### src/rtl/qs_srt_pkg.sv
// Shared types for the SRT micro-sequencer fetch stage.
package qs_srt_pkg;

    localparam int unsigned SRT_PC_W    = 8;
    localparam int unsigned INST_W      = 32;
    localparam int unsigned FETCH_Q_N   = 2;
    localparam int unsigned FETCH_CNT_W = 2;

    typedef logic [SRT_PC_W-1:0] pc_t;
    typedef logic [INST_W-1:0]   inst_t;

    typedef enum logic {
        IDLE = 1'b0,
        RUN  = 1'b1
    } fetch_state_t;

    typedef struct packed {
        inst_t inst;
        pc_t   pc;
    } fetch_entry_t;

endpackage

### src/rtl/qs_srt_fetch_queue.sv
// Two-entry fetch FIFO; head is always entry 0 so it comes straight from a register.
module qs_srt_fetch_queue
    import qs_srt_pkg::*;
(
    input  logic                   clk,
    input  logic                   rst,
    input  logic                   flush,
    input  logic                   push,
    input  fetch_entry_t           push_data,
    input  logic                   pop,
    output fetch_entry_t           head,
    output logic                   empty,
    output logic [FETCH_CNT_W-1:0] count
);

    fetch_entry_t           ent0;
    fetch_entry_t           ent1;
    logic [FETCH_CNT_W-1:0] cnt;
    logic                   pop_ok;

    assign pop_ok = pop & (cnt != FETCH_CNT_W'(0));

    always_ff @(posedge clk) begin
        if (rst) begin
            cnt  <= '0;
            ent0 <= '0;
            ent1 <= '0;
        end else if (flush) begin
            cnt <= '0;
        end else begin
            case ({push, pop_ok})
                2'b10: begin
                    if (cnt == FETCH_CNT_W'(0)) ent0 <= push_data;
                    else                        ent1 <= push_data;
                    cnt <= cnt + FETCH_CNT_W'(1);
                end
                2'b01: begin
                    ent0 <= ent1;
                    cnt  <= cnt - FETCH_CNT_W'(1);
                end
                // Full push+pop shifts the younger entry up and refills the tail.
                2'b11: begin
                    if (cnt == FETCH_CNT_W'(1)) begin
                        ent0 <= push_data;
                    end else begin
                        ent0 <= ent1;
                        ent1 <= push_data;
                    end
                end
                default: ;
            endcase
        end
    end

    assign head  = ent0;
    assign empty = (cnt == FETCH_CNT_W'(0));
    assign count = cnt;

endmodule

### src/rtl/qs_srt_fetch.sv
// Fetch stage: PC, ROM issue, 2-entry instruction queue, redirect/halt handling.
module qs_srt_fetch
    import qs_srt_pkg::*;
#(
    parameter int unsigned PC_W = 8,
    parameter int unsigned Q_N  = 2
) (
    input  logic            clk,
    input  logic            rst,
    input  logic            start_vld,
    input  logic [PC_W-1:0] start_pc,
    output logic            start_rdy,
    output logic            rom_en,
    output logic [PC_W-1:0] rom_addr,
    input  inst_t           rom_dout,
    input  logic            redirect_vld,
    input  logic [PC_W-1:0] redirect_pc,
    input  logic            halt,
    output logic            fetch_vld,
    output inst_t           fetch_inst,
    output logic [PC_W-1:0] fetch_pc,
    input  logic            fetch_rdy,
    output logic            busy
);

    fetch_state_t           state;
    logic [PC_W-1:0]        pc;
    logic [PC_W-1:0]        pend_pc;
    logic                   pend;
    logic                   kill;

    fetch_entry_t           q_din;
    fetch_entry_t           q_head;
    logic                   q_empty;
    logic [FETCH_CNT_W-1:0] q_count;

    logic                   pop;
    logic                   flush;
    logic                   push;
    logic [2:0]             occ;

    // Issue when the slot will be free by the time the data returns.
    always_comb begin
        pop      = !q_empty & fetch_rdy;
        flush    = (state == RUN) & (redirect_vld | halt);
        push     = pend & !kill & !flush;
        occ      = 3'(q_count) + 3'(pend & !kill);
        rom_en   = (state == RUN) && ((occ - 3'(pop)) < 3'(Q_N));
        rom_addr = pc;
        q_din.inst = rom_dout;
        q_din.pc   = pc_t'(pend_pc);
    end

    always_ff @(posedge clk) begin
        if (rst) begin
            state   <= IDLE;
            pc      <= '0;
            pend_pc <= '0;
            pend    <= 1'b0;
            kill    <= 1'b0;
        end else begin
            pend <= rom_en;
            kill <= rom_en & flush;
            if (rom_en) pend_pc <= pc;
            case (state)
                IDLE: begin
                    if (start_vld) begin
                        state <= RUN;
                        pc    <= start_pc;
                    end
                end
                RUN: begin
                    if (halt)              state <= IDLE;
                    else if (redirect_vld) pc    <= redirect_pc;
                    else if (rom_en)       pc    <= PC_W'(pc + 1'b1);
                end
                default: state <= IDLE;
            endcase
        end
    end

    qs_srt_fetch_queue u_queue (
        .clk       (clk),
        .rst       (rst),
        .flush     (flush),
        .push      (push),
        .push_data (q_din),
        .pop       (pop),
        .head      (q_head),
        .empty     (q_empty),
        .count     (q_count)
    );

    assign fetch_vld  = !q_empty;
    assign fetch_inst = q_head.inst;
    assign fetch_pc   = PC_W'(q_head.pc);
    assign start_rdy  = (state == IDLE);
    assign busy       = (state == RUN);

endmodule

### config.mk
export PLATFORM = sky130hd
export DESIGN_NAME = qs_srt_fetch
export DESIGN_NICKNAME = d
export VERILOG_FILES = /design/src/rtl/qs_srt_pkg.sv /design/src/rtl/qs_srt_fetch_queue.sv /design/src/rtl/qs_srt_fetch.sv
export SDC_FILE = /design/constraint.sdc
export NUM_CORES = 1
export LEC_CHECK = 0
export CAP_MARGIN = 20
export CELL_PAD_IN_SITES_DETAIL_PLACEMENT = 1
export CELL_PAD_IN_SITES_GLOBAL_PLACEMENT = 2
export CORE_ASPECT_RATIO = 1.2
export CORE_MARGIN = 2
export CORE_UTILIZATION = 32
export CTS_BUF_LIST = sky130_fd_sc_hd__clkbuf_4
export DETAILED_ROUTE_END_ITERATION = 8
export GPL_TIMING_DRIVEN = 0
export PLACE_DENSITY = 0.86
export SLEW_MARGIN = 5
export SYNTH_ARGS = -nofsm -noshare
export SYNTH_HDL_FRONTEND = slang
export SYNTH_SLANG_ARGS = --single-unit
### constraint.sdc
create_clock -name clk -period 5.7 [get_ports clk]
set_input_delay 0.855 -clock clk [delete_from_list [all_inputs] [get_ports clk]]
set_output_delay 0.855 -clock clk [all_outputs]
set_load 0.05 [all_outputs]
# ---- After elaboration in Yosys (flattened, before gate mapping)
# Cells that the tools add are included.
dict set report op_classes {
  n_addsub 5
  order_cmp 1
  eq_ne 10
  muxes 15
  bitwise_logic 10
  n_reduce_logical 13
}
# operator n
set ops {}
lappend ops {{$mux W40} 4}
lappend ops {{$pmux W40 S3} 1}
lappend ops {{$pmux W40 S2} 1}
lappend ops {{$mux W8} 4}
lappend ops {{$pmux W8 S2} 1}
lappend ops {{$ne A2 B2 Y1 const B} 5}
lappend ops {{$add A8 B1 Y8 const B} 1}
lappend ops {{$and A1 B1 Y1} 7}
lappend ops {{$reduce_and A3 Y1} 2}
lappend ops {{$reduce_bool A2 Y1} 3}
lappend ops {{$eq A2 B1 Y1 const B} 2}
lappend ops {{$eq A2 B2 Y1 const B} 2}
lappend ops {{$pmux W2 S2} 1}
lappend ops {{$reduce_and A4 Y1} 1}
lappend ops {{$add A2 B1 Y3} 1}
lappend ops {{$logic_not A1 Y1} 3}
lappend ops {{$lt A3 B2 Y1 const B} 1}
lappend ops {{$ne A3 B3 Y1 const B} 1}
lappend ops {{$reduce_bool A3 Y1} 1}
lappend ops {{$sub A3 B1 Y3} 1}
lappend ops {{$add A2 B1 Y2 const B} 1}
lappend ops {{$logic_not A2 Y1} 1}
lappend ops {{$mux W1} 2}
lappend ops {{$not A1 Y1} 2}
lappend ops {{other kinds (5)} 5}
dict set report word_totals {
  ff_bits 101
  inputBits 54
  out_inout_bits 52
  wordCells 64
}

# ---- Depth between registers and ports, before layout
dict set report depth {
  word_depth 10
  mapped_depth 13
  ltp_nobuf 12
}

# ---- By module
# Synthesis repeated with hierarchy kept, for this count alone.
dict set report hier_totals {
  cells_unflattened 549
  hier_area_um2 4800.9
}
# module n_inst cells_per_inst area_per_inst_um2 seq_area_each_um2
set by_module_without_submodules {}
lappend by_module_without_submodules {qs_srt_fetch_queue 1 422 3701.0 1641.6}
lappend by_module_without_submodules {qs_srt_fetch 1 127 1099.8 380.4}

# ---- Worst setup path after synthesis
# OpenSTA, ideal clock, no wires.
dict set report synth_path {
  kind {flip-flop to output port}
  start {register u_queue.cnt[1] (netlist: u_queue.count[1])}
  end {output port rom_en}
  t_arrival_ns 3.132
  required_ns 4.845
  path_slack_ns 1.713
  path_stages_with_launch 12
  n_path_buf 1
  path_cell_list {dfxtp_1 > inv_1 > ha_1 > inv_1 > nand2_1 > inv_1 > ha_1 > or3b_2 > fa_1 > xnor2_1 > and3_1 > buf_2}
}
dict set report synth_via {
  elab_chain_len 6
  elab_cells_between_ends 7
  cone_classes {2 x add/sub; 1 x order compare; 1 x bitwise; 3 x reduce/logical}
}
# item line
set synth_rtl {}
lappend synth_rtl {{start, declared} qs_srt_fetch_queue.sv:18} ;# logic [FETCH_CNT_W-1:0] cnt;
lappend synth_rtl {{start signal, assigned} qs_srt_fetch_queue.sv:35} ;# cnt <= cnt + FETCH_CNT_W'(1);
lappend synth_rtl {{start signal, assigned} qs_srt_fetch_queue.sv:39} ;# cnt <= cnt - FETCH_CNT_W'(1);
lappend synth_rtl {{$logic_not A2 Y1} qs_srt_fetch_queue.sv:56} ;# assign empty = (cnt == FETCH_CNT_W'(0));
lappend synth_rtl {{$logic_not A1 Y1} n/a}
lappend synth_rtl {{named net fetch_vld} qs_srt_fetch.sv:19} ;# output logic fetch_vld,
lappend synth_rtl {{$and A1 B1 Y1} qs_srt_fetch.sv:44} ;# pop = !q_empty & fetch_rdy;
lappend synth_rtl {{$sub A3 B1 Y3} qs_srt_fetch.sv:48} ;# rom_en = (state == RUN) && ((occ - 3'(pop)) < 3'(Q_N));
lappend synth_rtl {{$lt A3 B2 Y1} qs_srt_fetch.sv:48}
lappend synth_rtl {{$logic_and A1 B1 Y1} qs_srt_fetch.sv:48}
lappend synth_rtl {{end, declared} qs_srt_fetch.sv:13} ;# output logic rom_en,
# The timed path passes the listed nets, and every way through them passes these cells.

# ---- Worst setup path after layout
dict set report layout_path {
  start {register u_queue.cnt[1] (netlist: u_queue.count[1])}
  end {output port rom_en}
}
dict set report layout_via {
  elab_chain_len 6
  elab_cells_between_ends 7
  cone_classes {2 x add/sub; 1 x order compare; 1 x bitwise; 3 x reduce/logical}
}
# item line
set layout_rtl {}
lappend layout_rtl {{$logic_not A2 Y1} qs_srt_fetch_queue.sv:56}
lappend layout_rtl {{$logic_not A1 Y1} qs_srt_fetch.sv:44}
lappend layout_rtl {{$and A1 B1 Y1} qs_srt_fetch.sv:44}
lappend layout_rtl {{$sub A3 B1 Y3 (*)} qs_srt_fetch.sv:48}
lappend layout_rtl {{$lt A3 B2 Y1 (*)} qs_srt_fetch.sv:48}
lappend layout_rtl {{$logic_and A1 B1 Y1 (*)} qs_srt_fetch.sv:48}
# Every way passes the cells marked *; elsewhere a longest branch is shown, timed or not.

==> run_results.csv <==
group,metric,value,unit
worst_setup_path,cp_max_fo,10,
cells_and_area,final_area,5605,um2
yosys,ys.flop_type,"dfxtp_1",
placement,place_congestion,0.8402,
global_routing,grt_usage,0.1970,
power,ir_drop,0.0002019,V
clock_tree,cts_setup_buffers,0,
yosys,ys_seq_elements,101,
timing,clock.fmax,195.0,MHz
timing,slew_headroom,0.5430,
power,power.total,2644,uW
timing,setup_viol,0,
drt,ant_nets,0,
yosys,synth_most_common_cell,"dfxtp_1",
clock_tree,clk_pin_slew_worst_paths,0.16,ns
clock_tree,ctsHoldBuffers,0,
clock_tree,cts.sink_count,101,
die,io_pins,106,
outcome,outcome,"finished clean",
drt,wl_per_cell,17.12,um
global_routing,grt_start_max_net_pins,16,
job,cap_violations,0,
clock_tree,clk_latency,0.44,ns
power,leakage,0.002017,uW
worst_setup_path,cp_data_arrival_time,4.27,ns
yosys,syn_area,4220,um2
worst_setup_path,crit_type,"register to primary output",
die,die_area,14130,um2
placement,dp_slack,0.5902,ns
global_routing,grt-ovfl-total,0,
clock_tree,htree_levels,3,
placement,portBuffers,104,
drt,drt-total-wl,13.46,mm
worst_setup_path,crit_chain,"inv_1, ha_1, inv_1, nand2_1, inv_1, ha_1, or3b_2, fa_1, xnor2_1, and3_1, buf_2, clkdlybuf4s50_1",
timing,fin_ws,0.5726,ns
hold_path,hp-class,"register to register",
timing,rsz0062_at_grt,"false",
clock_tree,ctsResizeCount,0,
yosys,synth.distinct_cells,39,
timing,final_max_slew_viol_count,0,
global_routing,met1_usage,0.2540,
power,p_per_area,471.7,nW/um2
clock_tree,cts_max_path_buffers,2,
drt,viasPerCell,5.267,
yosys,syn_inst,502,
clock_tree,clock-root-buffer,"clkbuf_4",
timing,skew,0.01398,ns
global_routing,antenna_found_initial,0,
die,coreArea,12780,um2
cells_and_area,area_delta_synth_final,32.82,%
worst_setup_path,crit_path_max_incr_delay,0.86,ns
yosys,synth_area_leaders,"dfxtp_1, a221oi_1, nand2_1",
die,row_count,45,
cells_and_area,drive_gt1_frac,0.04502,
clock_tree,cts_tree,"done",
drt,firstDrtPassIters,4,
worst_setup_path,ff2ff_path_depth,13,
worst_setup_path,crit_top_cell,"inv_1",
timing,finalSetupTns,0,ns
hold_path,whs_path_depth,2,
global_routing,grt_pass1_vias,4377,
drt,vias,4140,
worst_setup_path,end_kind,"primary output",
global_routing,grt_pass1_wl,21.91,mm
drt,drtIter0Drc,179,
yosys,avgSynthCellArea,8.407,um2
timing,finalCritPeriodShare,0.8995,
yosys,synth_edf_count,0,
yosys,synthArstFlopShare,0,
yosys,yosys-top-cells-count,"dfxtp_1, nand2_1, nor2_1",
global_routing,grt.busiest_layer,"met2",
yosys,synth_fp_nets,564,
drt,drc_errors,0,
worst_setup_path,worstSetupStartpointType,"register",
die,die_height,129.8,um
timing,worst_slew_pin_slew,0.6856,ns
cells_and_area,diodes,0,
die,start_util,0.3302,
placement,dp_hpwl,9.995,mm
clock_tree,cts_buffers,9,
timing,hold_viol,0,
yosys,synth_seq_area_share,0.4791,
placement,dpl_cell_area,5466,um2
worst_setup_path,crit_path_top_delay_cell,"clkdlybuf4s50_1",
cells_and_area,fin_nets,679,
global_routing,gr-usage-met2,0.3401,
timing,period_minus_slack,5.127,ns
yosys,yosys_warnings,0,
global_routing,grt_use_met3,0.03397,
worst_setup_path,cp_data_required_time,4.85,ns
yosys,synth.largest_area_cell,"dfxtp_1",
yosys,synthDominantCellAreaShare,0.4791,
die,die_w,108.8,um
through the flow:
step | hold slack (ns) | std cells | util
final | 0.4676 | 786 | 0.4386
after global placement | 0.4408 | 770 | 0.4277
after CTS | 0.4705 | 786 | 0.4386
after detailed placement | 0.4505 | 770 | 0.4277
after global routing | 0.4861 | 786 | 0.4386
after floorplan | 0.4361 | 502 | -
cells in the final DEF (no fill, tap or decap), types with 2 or more instances in the layout:
cell and n:
nand2_1 90, mux2i_1 11, a211oi_1 3, nor3_1 2, nand3_1 4, nand3b_1 3
a221oi_1 40, o2111ai_1 2, nand2b_1 5, a211o_1 3, nor2_1 58, dfxtp_1 101
a31oi_1 2, clkdlybuf4s50_1 104, o211ai_1 6, xnor2_1 4, xor2_1 3, a21oi_1 43
clkinvlp_4 2, and3_1 2, o21ai_1 2, o21a_1 4, ha_1 7, clkbuf_4 12
buf_2 8, o21ai_0 44, a311oi_1 2, clkbuf_1 30, inv_1 9, o221ai_1 2
power breakdown:
group          leakage, uW  internal (uW)  switching (uW)
sequential        0.000822            860             104
clock            0.0000712            148             235
combinational      0.00112            424             874
total              0.00202           1430            1210
cell type report:
cell class	instances	area, um2
sequential	101	2022
fill	1532	7176
multi-input combinational	352	1993
inverter	9	33.78
tap	164	205.2
timing repair buffer	104	1041
buffer	40	171.4
clock inverter	4	48.80
clock buffer	12	90.09
worst paths after layout:
| check | from | to | slack (ns) |
|---|---|---|---|
| worst max-delay path | u_queue.count[1]$_SDFFE_PP0P_ | rom_en | 0.57 |
| worst min-delay path | u_queue.ent1[31]$_SDFFE_PP0P_ | u_queue.ent1[31]$_SDFFE_PP0P_ | 0.47 |
| worst max register to register | u_queue.count[1]$_SDFFE_PP0P_ | rom_addr[4]$_SDFFE_PP0P_ | 2.19 |
| worst min register to register | u_queue.ent1[31]$_SDFFE_PP0P_ | u_queue.ent1[31]$_SDFFE_PP0P_ | 0.47 |
metal layers:
metal,share of wire,wire [um]
met3,0.048,640
met4,0.0084,113
met2,0.50,6729
met1,0.44,5971
met5,0,0
critical path, delay by kind of cell (launching register included):
family | cells | cell delay (ns)
flip-flops | 1 | 0.48
buffers and inverters | 5 | 1.51
adder cells (fa/ha/maj) | 3 | 0.93
XOR/XNOR | 1 | 0.19
AND/OR/NAND/NOR | 3 | 0.72
registers in the layout, summed over array words and instances (netlist names):
signal,count
u_queue.count,2
kill,1
busy,1
pend_pc,8
u_queue.ent1,40
pend,1
rom_addr,8
u_queue.head,40
kinds of logic after synthesis:
| kind of cell | share of synthesized area |
|---|---|
| AOI/OAI and AO/OA | 0.2401 |
| xor gates and xnor gates | 0.01453 |
| adders and majority gates | 0.02550 |
| buffers and inverters | 0.04862 |
| DFF | 0.4791 |
| muxes | 0.02609 |
| and+or+nand+nor | 0.1660 |
Note: power is estimated with default switching activity, not from simulation.
